--- src/rtl/spi_dac_out.sv ---
// spi_dac_out: accepts one PCM sample per valid/ready handshake and shifts it as a
// 16-bit SYNC-framed write to a serial DAC that latches data on falling SCLK.
module spi_dac_out #(
    parameter int CLK_DIV = 4,
    parameter int DATA_W  = 12
) (
    input  logic              clk,
    input  logic              rst,
    input  logic [DATA_W-1:0] sample,
    input  logic [1:0]        pd_mode,
    input  logic              sample_valid,
    output logic              sample_ready,
    output logic              spi_clk,
    output logic              spi_mosi,
    output logic              spi_cs,
    output logic              busy,
    output logic              frame_done
);
    localparam int DW = $clog2(2 * CLK_DIV);
    localparam logic [DW-1:0] PH_END   = DW'(CLK_DIV - 1);
    localparam logic [DW-1:0] HOLD_END = DW'(2 * CLK_DIV - 1);
    localparam logic [DW-1:0] FD_AT    = DW'(2 * CLK_DIV - 2);

    typedef enum logic [1:0] {IDLE, SETUP, SHIFT, HOLD} state_t;

    state_t      state, state_n;
    logic [DW-1:0] div, div_n;
    logic [3:0]  bit_cnt, bit_n;
    logic [15:0] sreg, sreg_n;
    logic        ready_n, sclk_n, mosi_n, cs_n, busy_n, fd_n;
    logic [11:0] field;
    logic [15:0] word;

    assign field = 12'(sample) << (12 - DATA_W);
    assign word  = {2'b00, pd_mode, field};

    always_comb begin
        state_n = state;
        div_n   = div;
        bit_n   = bit_cnt;
        sreg_n  = sreg;
        ready_n = sample_ready;
        sclk_n  = spi_clk;
        mosi_n  = spi_mosi;
        cs_n    = spi_cs;
        busy_n  = busy;
        fd_n    = 1'b0;
        case (state)
            IDLE: begin
                ready_n = 1'b1;
                if (sample_valid && sample_ready) begin
                    state_n = SETUP;
                    div_n   = '0;
                    sreg_n  = word;
                    ready_n = 1'b0;
                    busy_n  = 1'b1;
                    cs_n    = 1'b0;
                    mosi_n  = word[15];
                end
            end
            SETUP: begin
                if (div == PH_END) begin
                    state_n = SHIFT;
                    div_n   = '0;
                    bit_n   = '0;
                    sclk_n  = 1'b0;
                end else div_n = div + 1'b1;
            end
            SHIFT: begin
                if (div != PH_END) div_n = div + 1'b1;
                else begin
                    div_n = '0;
                    // data only moves on the rising SCLK edge, far from the DAC's sampling edge
                    if (!spi_clk) begin
                        sclk_n = 1'b1;
                        if (bit_cnt != 4'd15) begin
                            sreg_n = {sreg[14:0], 1'b0};
                            mosi_n = sreg[14];
                        end
                    end else if (bit_cnt == 4'd15) begin
                        state_n = HOLD;
                        cs_n    = 1'b1;
                        mosi_n  = 1'b0;
                    end else begin
                        sclk_n = 1'b0;
                        bit_n  = bit_cnt + 1'b1;
                    end
                end
            end
            HOLD: begin
                fd_n = (div == FD_AT);
                if (div == HOLD_END) begin
                    state_n = IDLE;
                    div_n   = '0;
                    ready_n = 1'b1;
                    busy_n  = 1'b0;
                end else div_n = div + 1'b1;
            end
            default: state_n = IDLE;
        endcase
    end

    always_ff @(posedge clk or negedge rst) begin
        if (!rst) begin
            state        <= IDLE;
            div          <= '0;
            bit_cnt      <= '0;
            sreg         <= '0;
            sample_ready <= 1'b0;
            spi_clk      <= 1'b1;
            spi_mosi     <= 1'b0;
            spi_cs       <= 1'b1;
            busy         <= 1'b0;
            frame_done   <= 1'b0;
        end else begin
            state        <= state_n;
            div          <= div_n;
            bit_cnt      <= bit_n;
            sreg         <= sreg_n;
            sample_ready <= ready_n;
            spi_clk      <= sclk_n;
            spi_mosi     <= mosi_n;
            spi_cs       <= cs_n;
            busy         <= busy_n;
            frame_done   <= fd_n;
        end
    end
endmodule

--- config.mk ---
export PLATFORM = sky130hd
export DESIGN_NAME = spi_dac_out
export DESIGN_NICKNAME = d
export VERILOG_FILES = /design/src/rtl/spi_dac_out.sv
export SDC_FILE = /design/constraint.sdc
export NUM_CORES = 1
export LEC_CHECK = 0
export ABC_CLOCK_PERIOD_IN_PS = 3700
export CAP_MARGIN = 20
export CELL_PAD_IN_SITES_DETAIL_PLACEMENT = 1
export CELL_PAD_IN_SITES_GLOBAL_PLACEMENT = 1
export CORE_MARGIN = 4
export CORE_UTILIZATION = 28
export DETAILED_ROUTE_END_ITERATION = 16
export PLACE_DENSITY = 0.63
export SLEW_MARGIN = 0
export SYNTH_ARGS = -nofsm -noshare
export SYNTH_HDL_FRONTEND = slang
export SYNTH_SLANG_ARGS = --single-unit
--- constraint.sdc ---
create_clock -name clk -period 3.7 [get_ports clk]
set_input_delay 0.74 -clock clk [delete_from_list [all_inputs] [get_ports clk]]
set_output_delay 0.74 -clock clk [all_outputs]
set_load 0.02 [all_outputs]
# == After elaboration in Yosys (flattened, before gate mapping) ==
# Cells that the tools add are included.
# op_classes
n_addsub,2
eq_ne,20
mux,44
reduce_logical,13
# op_table
op,n
2-to-1 mux 15 bit,4
case mux 15 bit (2 select lines),1
AND reduction 5 bit,4
"inequality test 2 bit, second input constant",9
2-to-1 mux 1 bit,17
2-to-1 mux 4 bit,4
2-to-1 mux 2 bit,6
2-to-1 mux 3 bit,4
case mux 3 bit (4 select lines),1
case mux 1 bit (2 select lines),5
case mux 2 bit (4 select lines),1
case mux 4 bit (2 select lines),1
"equality test 3 bit, second input constant",2
"inequality test 3 bit, second input constant",2
AND reduction 3 bit,2
AND reduction 6 bit,1
nonzero test 2 bit,3
"adder 4 x 1 -> 4 bit, second input constant",1
"equality test 2 bit, second input constant",2
"equality test 4 bit, second input constant",1
"inequality test 4 bit, second input constant",1
"adder 3 x 1 -> 3 bit, second input constant",1
"equality test 3 x 2 -> 1 bit, second input constant",1
"inequality test 3 x 2 -> 1 bit, second input constant",1
other kinds (4),4
# word_totals
register_bits,30
output_inout_bits,6
word_cells,89

# == Logic depth before layout (Yosys ltp) ==
# logic_depth
ltp_word,5
depth_mapped,8

# == Worst setup path before layout ==
# OpenSTA, ideal clock, no wires.
# synth_path
path_kind,flip-flop to flip-flop
start,register state[0]
end,register state[1]
setup_ps,128
arrival_time_ps,1662
setup_slack_ps,1910
path_stages_with_launch,8
path_buffers,2
cell_sequence,dfrtp_1 > inv_1 > ha_1 > buf_2 > buf_2 > inv_1 > o211ai_1 > mux2_1
# synth_between
elab_chain_cells,3
# synth_lines
element,line,rtl
"start, declared",26,"state_t state, state_n;"
"start signal, assigned",116,state <= state_n;
"equality test 2 bit, or another cell as far along",48,case (state)
inequality test 2 bit (no source line),--,
AND reduction 6 bit (no source line),--,
# Parallel ways exist; a longest one is shown, timed or not.
# A chain may end at the register's enable or synchronous reset.

# == Worst setup path in the final report ==
# layout_path
start,register state[0]
end,register sreg[5]
# layout_between
elab_chain_cells,3
# layout_lines
element,line,rtl
equality test 2 bit or zero test 2 bit (tied branches),48,
inequality test 2 bit (no source line) or nonzero test 2 bit (tied branches),--,
AND reduction 5 bit (no source line),--,
"end signal, assigned",119,sreg <= sreg_n;
"end, declared",29,"logic [15:0] sreg, sreg_n;"
# Parallel ways exist; a longest one is shown, timed or not.

==> results.md <==
- Post-synthesis mux area share: 0.00682
- Crit-path cells: inv_1 > ha_1 > nand4_1 > o221a_2
- Pins over their slew limit: 0
- Post-Syn Nets: 179
- WP data required: around 3.9 ns
- DR vias/cell: 5.04
- GRT overflow: 0
- Worst path slowest cell: nand4_1
- Largest family of logic cells by synthesized area: compound AO/OA/AOI/OAI gates
- Max incr delay on CP: 0.72 ns
- ANT nets after route: 0
- Post_cts resized: 0
- Clk_lat worst skew: 0.28 ns
- Via count of the first global-routing pass: 1382
- Area of the die: 7190 um2
- CP max FO: 17
- Layout net count: around 200
- Initial antenna violation count: 0
- Clock root cell: clkbuf_8
- WP data arrival: 2.79 ns
- Fin Setup TNS: 0 ns
- H-tree depth: 2
- Min Tclk post-route: 2.62 ns
- DRT Pass-1 Iters: 4
- CP Capture Type: flop
- Wire per inst: 16.3 um
- RePlAce Congestion: approximately 0.82
- Final Power: 0.647 mW
- CTS tree: done
- Synth Flop Type: dfrtp_1
- Total Wirelength: 4.06 mm
- GRT Total Usage: 0.117
- Buffers on Ports: 22
- Leak: 0.825 nW
- First-pass GRT wire length: approximately 6.8 mm
- Total CTS buffers: 5
- Yosys cell types: 44
- Final Setup Violations: 0
- RSZ-0062 raised after global routing: no
- Yosys warns: 0
- Post-Synth Simple-Gate Area: 0.143
- Initial Utilization: 0.295
- Drt drc: 0
- Max Clk Rate: ~0.38 GHz
- Ys async rst share: 1.00
- Average size of a mapped cell: 10.9 um2
- Initial DRC count: 40
- Vias: 1256
- Ratio of total power to cell area: 319 nW/um2
- N_diodes: 0
- Syn Inst Count: 152
- Commonest non-fill, non-tap cell in the layout: dfrtp_1
- Crit share post-route: 0.709
- Post-Synth Adder-Cell Area: 0.0758
- Cell area after synthesis: 1650 um2
- Outcome: finished, final reports clean
- Post-Synth XOR/XNOR Area: 0.00530
- Core ar.: about 5600 um2
- Startpoint types: flop
- MaxCap Viol Count: 0
- Flops & latches, synth: 30
- Kind of critical path: reg2reg
- Relative slew slack: 0.474
- Die H: 84.8 um
- Detailed placement HPWL: slightly below 3 mm
- Compound-Gate Fraction of Synth Area: 0.262
- Final hold slack: 0.538 ns
- Postcts setup bufs: 0
- Largest net degree at the start of global routing: 31
- Share of cells above drive strength 1: 0.169
- Seq/Total Area, Yosys: 0.456
- Post-cts hold buffer count: 0
- Largest delay share family, worst path: simple AND/OR/NAND/NOR gates
- Rows: 27
- Clock tree buffer depth: 2
- CTS Sinks: 30
- Number of synthesized flops with an enable pin: 0
- Layout Skew: 0.00266 ns
- Buffers and inverters on the worst path: 1
- HP Class: reg2reg
- Worst-margin pin slew: 0.789 ns
- I/O pins: 23
- Final-report hold violation count: 0
- VDD IR max: 0.126 mV
- Area grow syn2layout: 22.9%
- Clock transition at path regs: 0.07 ns
- Most frequent cells in the layout: 28 x dfrtp_1, 22 x clkdlybuf4s50_1, 13 x inv_1, 12 x or2_0, 12 x o221a_2
- Chip width: 84.8 um
## stage by stage
stage | worst slack, ns | utilization | instance area [um2] | instances
floorplan | 1.91 | - | 1650 | 152
global placement | 1.04 | 0.345 | 1930 | 241
detailed placement | 0.937 | 0.345 | 1930 | 241
CTS | 1.08 | 0.362 | 2030 | 249
global route | 0.924 | 0.362 | 2030 | 249
finish | 1.08 | 0.362 | 2030 | 249
## worst min-delay path, stage by stage, from the launching register on
cell	delay, ns
dfrtp_1	0.38
inv_1	0.05
o22ai_1	0.06
## power by group
part	leakage (nW)	internal (mW)	switching, mW
logic	0.407	0.0204	0.0122
registers	0.371	0.333	0.00299
clock network	0.0472	0.149	0.129
total	0.825	0.503	0.144
## final timing paths
kind	cells past startpoint	endpoint	slack, ns	from
worst min register to register	2	sreg[14]	0.54	sreg[14]
worst max-delay path	4	sreg[5]	1.08	state[0]
max in group asynchronous	2	spi_cs	2.52	rst
worst max register to register	4	sreg[5]	1.08	state[0]
min in group asynchronous	2	sreg[3]	0.85	rst
worst min-delay path	2	sreg[14]	0.54	sreg[14]
## sequential cells by signal, indices dropped and copies added (netlist names)
signal        flops
spi_cs            1
busy              1
div               3
sample_ready      1
state             2
bit_cnt           4
frame_done        1
spi_clk           1
sreg             15
spi_mosi          1
## metal layers
metal	vias to the layer above	share of wire	GRT usage
met5	-	0	0
met2	25	0.45	0.184
met4	0	0.011	0.0360
met3	4	0.050	0.0373
li1	607	-	-
met1	620	0.49	0.155
## kinds of logic after synthesis
kind of cell | Yosys count
xor+xnor | 1
compound gates | 49
buf+inv | 19
mux | 1
flops | 30
fa+ha+maj | 10
simple gates | 42
## synth_stat cells, types with 2 or more instances
cell type  number  area (um2)
a21boi_4        2        37.5
a21oi_1         5        25.0
a22o_1          2        17.5
a31oi_1         2        12.5
buf_2           4        20.0
dfrtp_1        28         701
dfstp_2         2        52.6
ha_1           10         125
inv_1          13        48.8
nand2_1        11        41.3
nand3_1         3        15.0
nand4_1         4        25.0
nor2_1          4        15.0
o21ai_0         4        20.0
o21ai_1         5        25.0
o221a_2        12         135
o22ai_1         2        12.5
o41ai_1         2        17.5
or2_0          12        75.1
## layout make-up
type / count / area [um2]
multi-input cells: 103 / 815
fillers: 648 / 3580
clock inverters: 2 / 12.5
inverters: 13 / 48.8
flip-flops and latches: 30 / 753
repair buffers: 23 / 228
clock buffers: 6 / 82.6
well taps: 72 / 90.1
Power figures use the tool's default switching activity.
